**config.mk**
```make
export PLATFORM = sky130hd
export DESIGN_NAME = fmul_issue_queue_flat
export DESIGN_NICKNAME = d
export VERILOG_FILES = /design/src/rtl/fmul_issue_queue_if.sv /design/src/rtl/fmul_issue_queue.sv /design/src/flat_wrapper.sv
export SDC_FILE = /design/constraint.sdc
export NUM_CORES = 1
export LEC_CHECK = 0
export CAP_MARGIN = 20
export CORE_UTILIZATION = 45
export CTS_CLUSTER_DIAMETER = 30
export CTS_CLUSTER_SIZE = 30
export DETAILED_ROUTE_END_ITERATION = 16
export GPL_ROUTABILITY_DRIVEN = 0
export HOLD_SLACK_MARGIN = 0.15
export PLACE_DENSITY = 0.79
export SYNTH_ARGS = -nofsm -noshare
export SYNTH_HDL_FRONTEND = slang
export SYNTH_SLANG_ARGS = --single-unit
export TNS_END_PERCENT = 20
```
**constraint.sdc**
```tcl
create_clock -name clk -period 2.45 [get_ports clk]
set_clock_uncertainty 0.15 [all_clocks]
set_input_delay 0.49 -clock clk [delete_from_list [all_inputs] [get_ports clk]]
set_output_delay 0.49 -clock clk [all_outputs]
set_load 0.01 [all_outputs]
```
**src/rtl/fmul_issue_queue_if.sv**
```systemverilog
// Handshake bundle for the fmul issue queue: operand issue side and result side.
interface fmul_issue_queue_if #(
    parameter int unsigned TAG_W = 4
);
    logic             in_valid;
    logic             in_ready;
    logic [31:0]      in_x1;
    logic [31:0]      in_x2;
    logic [TAG_W-1:0] in_tag;
    logic             out_valid;
    logic             out_ready;
    logic [31:0]      out_y;
    logic [TAG_W-1:0] out_tag;

    // Producer/consumer view (the environment around the queue).
    modport master (
        output in_valid, in_x1, in_x2, in_tag, out_ready,
        input  in_ready, out_valid, out_y, out_tag
    );

    // Queue view.
    modport slave (
        input  in_valid, in_x1, in_x2, in_tag, out_ready,
        output in_ready, out_valid, out_y, out_tag
    );
endinterface

```
**src/rtl/fmul_issue_queue.sv**
```systemverilog
// Issue/collect stage around a fixed-latency fmul: operands pass straight through to fmul,
// accepted ops are tracked by a {valid, tag} delay line, and products land in a result FIFO.
// in_ready is credit based (queued + in-flight < DEPTH) so a capture can never find the FIFO full.
module fmul_issue_queue #(
    parameter int unsigned LAT   = 2,
    parameter int unsigned DEPTH = 4,
    parameter int unsigned TAG_W = 4,
    localparam int unsigned CW   = $clog2(DEPTH + 1),
    localparam int unsigned PW   = (DEPTH > 1) ? $clog2(DEPTH) : 1
) (
    input  logic                 clk,
    input  logic                 rstn,
    fmul_issue_queue_if.slave    bus,
    output logic [31:0]          fmul_x1,
    output logic [31:0]          fmul_x2,
    input  logic [31:0]          fmul_y,
    output logic [CW-1:0]        count
);

    logic             fire;
    logic             capture;
    logic             pop;

    logic [LAT-1:0]   dl_vld_q;
    logic [TAG_W-1:0] dl_tag_q [LAT];

    logic [31:0]      mem_y_q   [DEPTH];
    logic [TAG_W-1:0] mem_tag_q [DEPTH];
    logic [PW-1:0]    wr_ptr_q;
    logic [PW-1:0]    rd_ptr_q;
    logic [CW-1:0]    occ_q;
    logic [CW-1:0]    inflight;

    // Operands go to fmul every cycle; only accepted ops are tracked.
    assign fmul_x1 = bus.in_x1;
    assign fmul_x2 = bus.in_x2;

    assign fire    = bus.in_valid & bus.in_ready;
    assign capture = dl_vld_q[LAT-1];

    assign bus.out_valid = (occ_q != '0);
    assign pop           = bus.out_valid & bus.out_ready;
    assign bus.out_y     = mem_y_q[rd_ptr_q];
    assign bus.out_tag   = mem_tag_q[rd_ptr_q];

    // Credit: registered state only, so a pop frees a slot one cycle later.
    always_comb begin
        inflight = '0;
        for (int i = 0; i < int'(LAT); i++) begin
            inflight = inflight + CW'(dl_vld_q[i]);
        end
        count        = occ_q + inflight;
        bus.in_ready = (count < CW'(DEPTH));
    end

    // Valid half of the delay line; cleared on reset so later fmul outputs are ignored.
    always_ff @(posedge clk) begin
        if (!rstn) begin
            dl_vld_q <= '0;
        end else begin
            dl_vld_q[0] <= fire;
            for (int k = 1; k < int'(LAT); k++) begin
                dl_vld_q[k] <= dl_vld_q[k-1];
            end
        end
    end

    // Tag half of the delay line; meaningful only where the matching valid bit is set.
    always_ff @(posedge clk) begin
        dl_tag_q[0] <= bus.in_tag;
        for (int k = 1; k < int'(LAT); k++) begin
            dl_tag_q[k] <= dl_tag_q[k-1];
        end
    end

    // Result storage written on capture.
    always_ff @(posedge clk) begin
        if (capture) begin
            mem_y_q[wr_ptr_q]   <= fmul_y;
            mem_tag_q[wr_ptr_q] <= dl_tag_q[LAT-1];
        end
    end

    // FIFO pointers and occupancy; pointers wrap explicitly so DEPTH need not be a power of two.
    always_ff @(posedge clk) begin
        if (!rstn) begin
            wr_ptr_q <= '0;
            rd_ptr_q <= '0;
            occ_q    <= '0;
        end else begin
            if (capture) begin
                wr_ptr_q <= (wr_ptr_q == PW'(DEPTH - 1)) ? '0 : wr_ptr_q + 1'b1;
            end
            if (pop) begin
                rd_ptr_q <= (rd_ptr_q == PW'(DEPTH - 1)) ? '0 : rd_ptr_q + 1'b1;
            end
            if (capture && !pop) begin
                occ_q <= occ_q + 1'b1;
            end else if (!capture && pop) begin
                occ_q <= occ_q - 1'b1;
            end
        end
    end

    // Credit accounting must make a capture into a full, non-popping FIFO impossible.
    always_ff @(posedge clk) begin
        if (rstn) begin
            assert (!(capture && !pop && (occ_q == CW'(DEPTH))));
        end
    end

endmodule

```
**src/flat_wrapper.sv**
```systemverilog
// flat-port wrapper written by rule: the top's interface ports become plain ports
module fmul_issue_queue_flat 
#(
    parameter int unsigned LAT   = 2,
    parameter int unsigned DEPTH = 4,
    parameter int unsigned TAG_W = 4,
    localparam int unsigned CW   = $clog2(DEPTH + 1),
    localparam int unsigned PW   = (DEPTH > 1) ? $clog2(DEPTH) : 1
)
  (clk, rstn, fmul_x1, fmul_x2, fmul_y, count, bus_in_valid, bus_in_x1, bus_in_x2, bus_in_tag, bus_out_ready, bus_in_ready, bus_out_valid, bus_out_y, bus_out_tag);
  fmul_issue_queue_if #(.TAG_W(TAG_W)) bus_i ();
  input  logic clk;
  input  logic rstn;
  output logic [31:0] fmul_x1;
  output logic [31:0] fmul_x2;
  input  logic [31:0] fmul_y;
  output logic [CW-1:0] count;
  input wire logic [$bits(bus_i.in_valid)-1:0] bus_in_valid;
  input wire logic [$bits(bus_i.in_x1)-1:0] bus_in_x1;
  input wire logic [$bits(bus_i.in_x2)-1:0] bus_in_x2;
  input wire logic [$bits(bus_i.in_tag)-1:0] bus_in_tag;
  input wire logic [$bits(bus_i.out_ready)-1:0] bus_out_ready;
  output wire logic [$bits(bus_i.in_ready)-1:0] bus_in_ready;
  output wire logic [$bits(bus_i.out_valid)-1:0] bus_out_valid;
  output wire logic [$bits(bus_i.out_y)-1:0] bus_out_y;
  output wire logic [$bits(bus_i.out_tag)-1:0] bus_out_tag;
  assign bus_i.in_valid = bus_in_valid;
  assign bus_i.in_x1 = bus_in_x1;
  assign bus_i.in_x2 = bus_in_x2;
  assign bus_i.in_tag = bus_in_tag;
  assign bus_i.out_ready = bus_out_ready;
  assign bus_in_ready = bus_i.in_ready;
  assign bus_out_valid = bus_i.out_valid;
  assign bus_out_y = bus_i.out_y;
  assign bus_out_tag = bus_i.out_tag;
  fmul_issue_queue #(.LAT(LAT), .DEPTH(DEPTH), .TAG_W(TAG_W)) u_core (.clk(clk), .rstn(rstn), .bus(bus_i), .fmul_x1(fmul_x1), .fmul_x2(fmul_x2), .fmul_y(fmul_y), .count(count));
endmodule
```
# [Word level (Yosys, flattened, before mapping)]
# Memories as Yosys holds them, arrays and structs flattened. A register that Yosys moved wholly into a read port is not among the register bits.
# Cells that the tools add are included.
# Widths: inputs -> output; s select.
[classes] n_mul=0 reduce_logical=6 n_lt_le_gt_ge=1 bitwise_logic=2 add_sub_neg=6 n_shift=0 div=0 muxes=10 n_eq_ne=2
[ops] cell="$mux 2" n=6
[ops] cell="$mux 3" n=2
[ops] cell="$add 2x1->2 const B" n=2
[ops] cell="$eq 2x2->1 const B" n=2
[ops] cell="$add 3x1->3 const B" n=1
[ops] cell="$add 3x3->3" n=1
[ops] cell="$lt 3x3->1 const B" n=1
[ops] cell="$reduce_bool 3->1" n=1
[ops] cell="$sub 3x1->3 const B" n=1
[ops] cell="$add 1x1->2" n=1
[ops] cell="$and 1x1->1" n=2
[ops] cell="$logic_and 1x1->1" n=2
[ops] cell="$logic_not 1->1" n=2
[ops] cell="$mux 1" n=2
[ops] cell="$reduce_bool 2->1" n=1
[totals] latch_bits=0 input_bits=104 regBits=9 wordCells=34 output_inout_bits=105 ram_bits=152 n_memories=3 romBits=0
[memory_table] memory="u_core.mem_y_q" depth=4 width=32 read_ports=1 rd_clocked_by_memory_dff=1 write_ports=1 line_no="fmul_issue_queue.sv:27" source="logic [31:0] mem_y_q [DEPTH];"
[memory_table] memory="u_core.mem_tag_q" depth=4 width=4 read_ports=1 rd_clocked_by_memory_dff=1 write_ports=1 line_no="fmul_issue_queue.sv:28" source="logic [TAG_W-1:0] mem_tag_q [DEPTH];"
[memory_table] memory="u_core.dl_tag_q" depth=2 width=4 read_ports=2 rd_clocked_by_memory_dff=0 write_ports=2 line_no="fmul_issue_queue.sv:25" source="logic [TAG_W-1:0] dl_tag_q [LAT];"

# [Longest topological paths before layout]
# Gate-level depths: netlist of run 1.
[logic_depth] word_depth=5 mapped_depth=7 depth_no_buf=7

# [Worst setup path before layout of run 1]
# No wires, ideal clock.
[synth_timing] path_kind="register to output" startpoint="register u_core.dl_vld_q[1]" endpoint="output count[2]" required_time_ns=1.810 path_slack_ns=0.144 t_arrival_ns=1.666 path_stages_with_launch=6 path_buffers=0 path_cell_list="dfxtp_1 > ha_1 > ha_1 > fa_1 > xnor2_1 > inv_1"
[synth_via] elab_chain_len=2
[synth_rtl] element="from (decl)" line_no="fmul_issue_queue.sv:24" source="logic [LAT-1:0] dl_vld_q;"
[synth_rtl] element="from (signal, indexed assignment)" line_no="fmul_issue_queue.sv:63" source="dl_vld_q[k] <= dl_vld_q[k-1];"
[synth_rtl] element="$add 1x1->2" line_no="fmul_issue_queue.sv:50" source="inflight = inflight + CW'(dl_vld_q[i]);"
[synth_rtl] element="$add 3x3->3" line_no="fmul_issue_queue.sv:52" source="count = occ_q + inflight;"
[synth_rtl] element="to (decl)" line_no="flat_wrapper.sv:17" source="output logic [CW-1:0] count;"
# Every way passes these cells.

# [Final worst setup path of run 1]
# Same ends and word-level chain as after synthesis.

==> results of run 1 <==
## cells by family after synthesis
family	after synthesis	synth area share
buffers and inverters	77	0.0915
DFF	163	0.729
adders and majority gates	10	0.0217
and+or+nand+nor	18	0.0157
xor gates and xnor gates	3	0.00407
muxes	38	0.132
AOI/OAI and AO/OA	6	0.00582
## metal layers
layer	GRT usage	up-vias	wire (um)
li1	-	1272	-
met1	0.187	1433	4550
met2	0.320	139	6940
met3	0.0871	32	1180
met4	0.0795	0	338
met5	0	-	0
## path summary, 6_finish.rpt
check | to | from | depth (start not counted) | slack (ns)
max reg2reg | u_core.occ_q[2] | u_core.occ_q[0] | 8 | 0.08
min reg2reg | u_core.dl_tag_q[0][6] | u_core.dl_tag_q[0][2] | 0 | 0.18
min | u_core.dl_tag_q[0][6] | u_core.dl_tag_q[0][2] | 0 | 0.18
max | count[2] | u_core.dl_vld_q[1] | 6 | -0.06
## sequential cells by signal, summed over array words and instances, names as in the netlist, named ones only
signal and cells:
u_core.mem_tag_q 16, u_core.dl_tag_q 8, u_core.wr_ptr_q 2, u_core.dl_vld_q 2
u_core.mem_y_q 128, u_core.rd_ptr_q 2, u_core.occ_q 3
## placed cells by master, fill, tap and decap left out, types with 6 or more instances in the layout
cell,Yosys,final
buf_6,1,33
ha_1,8,6
clkbuf_16,0,18
edfxtp_1,144,144
clkdlybuf4s50_1,0,40
buf_12,3,8
buf_4,64,7
dfxtp_1,19,15
buf_2,3,8
mux4_2,30,33
clkbuf_2,1,7
## stage by stage
stage | instance area (um^2) | hold slack [ns] | cells
finish | 7840 | 0.177 | 561
global route | 7840 | 0.186 | 561
CTS | 7690 | 0.180 | 560
detailed placement | 7080 | 0.166 | 513
global placement | 7080 | 0.161 | 513
floorplan | 6450 | 0.160 | 315
## layout make-up
class                      instances  area (um^2)  area share
multi-input combinational         75         1190       0.151
inverter                           4         15.0     0.00191
tap                              180          225      0.0287
clock inverter                    14          135      0.0172
sequential                       163         4710       0.601
clock buffer                      18          429      0.0547
timing repair buffer             107         1140       0.145
## power by group through the flow
| stage | clock network [W] | registers [W] | logic, W |
|---|---|---|---|
| 6_report | 0.00250 | 0.00323 | 0.00197 |
| 3_5_place_dp | 0 | 0.00326 | 0.00170 |
| 4_1_cts | 0.00256 | 0.00322 | 0.00177 |
| 5_1_grt | 0.00266 | 0.00324 | 0.00211 |
| 2_1_floorplan | 0 | 0.00323 | 0.00109 |
| 3_3_place_gp | 0 | 0.00325 | 0.00167 |
## what timing repair did
| action | CTS | global route |
|---|---|---|
| setup buffers | 14 | 0 |
| setup endpoints to repair | 40 | 34 |
| pin swaps | 3 | 2 |
| hold buffers | 0 | 0 |
| resized for setup | 153 | 44 |
| cloned | 1 | 1 |
==> run metrics, run 1 <==
leading area contributor after synthesis edfxtp_1; Clock Latency Late Sink 0.42 ns; outcome finished with violations; Synth area leaders edfxtp_1 67%, mux4_2 10%, buf_4 7.4%; vias in the first global route 3049; TritonCTS Sinks roughly 160; clk root buf clkbuf_16; share of power burned in the clock network 0.325; crit path cell chain ha_4 > ha_4 > fa_2 > xnor2_2 > inv_1 > buf_2; failing checks negative setup slack; chip width approximately 120 um; WL/cell 23.2 um; Net Sw Power approximately 0.0019 W; Sequential Power Share 0.419; CP Data Required Time 1.81 ns; layout cell share with drive strength beyond 1 0.365; Arr. time, crit path approximately 1.9 ns; DR vias/cell roughly 5; Initial DRC Count around 210; largest net degree at the start of global routing 37; core area roughly 14000 um^2; Post-Syn Instances 315; Final Util 0.563; Top FF cell, synth edfxtp_1; Area growth, synth to finish 21.5%; Worst slew margin 0.696; drt pass-1 iters 4; Setup-failing EPs final 4; FFs w/ async S/R, synth 0; Sw Ratio 0.243; crit path kind flop to primary output; Yosys warning count 0; fillcell total around 1000; H-tree Lvls 4; total vias in the final route between 2000 and 3000; total congestion overflow 0; # diodes 0; max-slew violations 0; Hold Path Class flop to flop; Max Fclk 399 MHz; Pleak between 2 and 3 nW; RSZ-0062 raised after global routing true; antenna violations before repair 0; CTS Buf Count 17; sequential area share after synthesis 0.729; Starting Density 0.463; remaining antenna violation count 0; Post-synth top cells 144 x edfxtp_1, 64 x buf_4, 30 x mux4_2; Mapped Avg Cell Area between 20 and 25 um^2; Die Span Y ~120 um; Post-Route Setup TNS -0.105 ns; PwrDens between 900 and 1000 nW/um^2; CTS clk-pin slew, worst paths 0.06 ns; critical path's largest stage delay approximately 0.35 ns; DIE AREA about 15000 um^2; Least-Margin Pin Slew 0.456 ns; number of synthesized flops with an enable pin around 140; first-pass GRT wire length ~19 mm; GRT Total Usage 0.184; Longest Clk Path Bufs 2; syn_nets ~430; CP Capture Type primary output; final worst path period need about 2.5 ns; share of the synthesized area in the top cell type 0.670; DRC violations left 0; type of origin of the critical path flop; crit-path max FO 3; post-synthesis register bit count ~160; combinational power share 0.256; TritonCTS clock tree yes; final net count between 400 and 500; Ports ~210; most frequent CP cell ha_4; Cell Area, Synth around 6500 um^2; Hold Vio Cnt, Final 0; I/O Buffers 80; maximum resistive drop on vdd 0.000579 V; cell family with the largest share of critical-path delay adder cells; Synth cell types 28; total power around 0.0077 W; Final WS setup -0.0594 ns; critical path's slowest cell fa_2; worst slack, placed -0.211 ns; most common cell in the netlist edfxtp_1; cell row count 43; DRT Wirelength about 13 mm; buffer and inverter count on the worst path 2; crit share post-route 1.02; Internal slightly below 0.006 W; max-cap check violation count 0; dpl hpwl roughly 8.7 mm
Power figures use the tool's default switching activity.
==> run 2, diff against run 1 <==
MAX_ROUTING_LAYER = met4   (was unset)
==> run 2 against run 1 <==
The flow still finishes with violations (negative setup slack). Clock-buffer cell count did not move. Setup slack improved by 0.0082 ns. Highest routed layer unchanged. Largest power group unchanged. Combinational power is essentially flat.
==> run metrics, run 2 (synthesized netlist as in run 1, its figures left out) <==
Setup-failing EPs final 4; cell row count between 40 and 50; PwrDens 983 nW/um^2; Least-Margin Pin Slew between 0.4 and 0.5 ns; crit path kind flop to primary output; type of origin of the critical path flop; antenna violations before repair 0; total power just under 0.008 W; Pleak roughly 2.7 nW; commonest non-fill, non-tap cell in the layout edfxtp_1; Clock Latency Late Sink approximately 0.42 ns; total congestion overflow 0; failing checks negative setup slack; fin cells between 500 and 600; Multi-input gate area 1190 um^2; outcome finished with violations; share of power burned in the clock network 0.325; layout cell share with drive strength beyond 1 0.365; largest reg by FF count u_core.mem_y_q; CTS clk-pin slew, worst paths ~0.060 ns; Sequential Power Share 0.419; DRC violations left 0; DRT Wirelength about 13 mm; # diodes 0; fillcell total 1025; final net count 482; CP Data Required Time ~1.8 ns; Hold Path Class flop to flop; vias in the first global route a little over 3000; crit-path max FO 3; Sw Ratio 0.243; DIE AREA between 10000 and 15000 um^2; RSZ-0062 raised after global routing true; Net Sw Power ~0.0019 W; critical hold path startpoint u_core.dl_tag_q[0][1]; DR vias/cell around 5.2; final worst path period need approximately 2.5 ns; max-cap check violation count 0; remaining antenna violation count 0; core area ~14000 um^2; flip-flop count of the largest register after layout 128; GRT Total Usage 0.190; reg-to-reg startpoint u_core.occ_q[0]; WL/cell between 20 and 25 um; Arr. time, crit path between 1.5 and 2 ns; Hold Vio Cnt, Final 0; commonest cells after routing, fill and taps aside 144 x edfxtp_1, 40 x clkdlybuf4s50_1, 33 x mux4_2, 33 x buf_6, 18 x clkbuf_16; Worst setup startpoint u_core.dl_vld_q[1]; I/O Buffers 80; chip width roughly 120 um; clk root buf clkbuf_16; cell area after layout 7840 um^2; Ports 209; Initial DRC Count between 200 and 250; register area 4710 um^2; H-tree Lvls 4; CTS Buf Count 17; max-slew violations 0; TritonCTS Sinks between 150 and 200; largest net degree at the start of global routing 37; TritonCTS clock tree yes; dpl hpwl between 8 and 9 mm; Area growth, synth to finish 21.5%; CP Capture Type primary output; Starting Density 0.463; total vias in the final route slightly below 3000; Die Span Y approximately 120 um; Max Fclk 400 MHz; Final WS setup -0.0512 ns; placed insts about 510; first-pass GRT wire length 18.7 mm; biggest regs u_core.mem_y_q x128, u_core.mem_tag_q x16, u_core.dl_tag_q x8; Post-Route Setup TNS -0.0870 ns; crit share post-route 1.02; drt pass-1 iters 5; combinational power share 0.256; Internal 0.00584 W; maximum resistive drop on vdd 0.000576 V; Longest Clk Path Bufs 2; Worst slew margin 0.699; placed inst area approximately 7000 um^2
[run 2: cell counts in the layout (fill, tap and decap cells not counted)]
Identical to the previous run, type by type.
[run 2: through the flow]
step	hold WS, ns	setup slack (ns)	util
floorplan	0.160	0.144	-
global placement	0.161	-0.165	0.508
detailed placement	0.166	-0.211	0.508
CTS	0.180	-0.130	0.552
global route	0.186	-0.141	0.563
finish	0.179	-0.0512	0.563
[run 2: per-layer routing]
| layer | GRT usage | up-vias | routed length, um |
|---|---|---|---|
| met5 | - | - | 0 |
| met4 | 0.0795 | 0 | 337 |
| met3 | 0.0871 | 40 | 1250 |
| met2 | 0.320 | 159 | 6890 |
| met1 | 0.188 | 1447 | 4510 |
| li1 | - | 1272 | - |
[run 2: final timing paths]
path              cells past startpoint  slack, ns                    end
setup reg to reg                      8       0.08        u_core.occ_q[2]
setup / recovery                      6      -0.05               count[2]
hold reg to reg                       0       0.18  u_core.dl_tag_q[0][5]
hold / removal                        0       0.18  u_core.dl_tag_q[0][5]
[run 2: power groups by stage]
stage | sequential (W) | combinational [W] | clock (W)
floorplan | 0.00323 | 0.00109 | 0
global placement | 0.00325 | 0.00167 | 0
detailed placement | 0.00326 | 0.00170 | 0
CTS | 0.00322 | 0.00177 | 0.00256
global route | 0.00324 | 0.00211 | 0.00266
finish | 0.00323 | 0.00198 | 0.00250
[run 2: what timing repair did]
action | CTS | global route
endpoints found under the hold margin | 0 | 0
hold buffers | 0 | 0
endpoints found under the setup margin | 40 | 34
resized for setup | 153 | 44
buffers inserted | 14 | 0
pin swaps | 3 | 2
gates cloned | 1 | 1
[run 2: area by class of cell]
type	instances	area share
Sequential cell	163	0.601
Inverter	4	0.00191
Timing Repair Buffer	107	0.145
Multi-Input combinational cell	75	0.151
Clock buffer	18	0.0547
Tap cell	180	0.0287
Clock inverter	14	0.0172
[run 2: critical path: stages, from the launching register on]
cell,delay [ns]
dfxtp_2,0.33
ha_4,0.24
ha_4,0.15
fa_2,0.35
xnor2_2,0.18
inv_1,0.05
buf_2,0.13
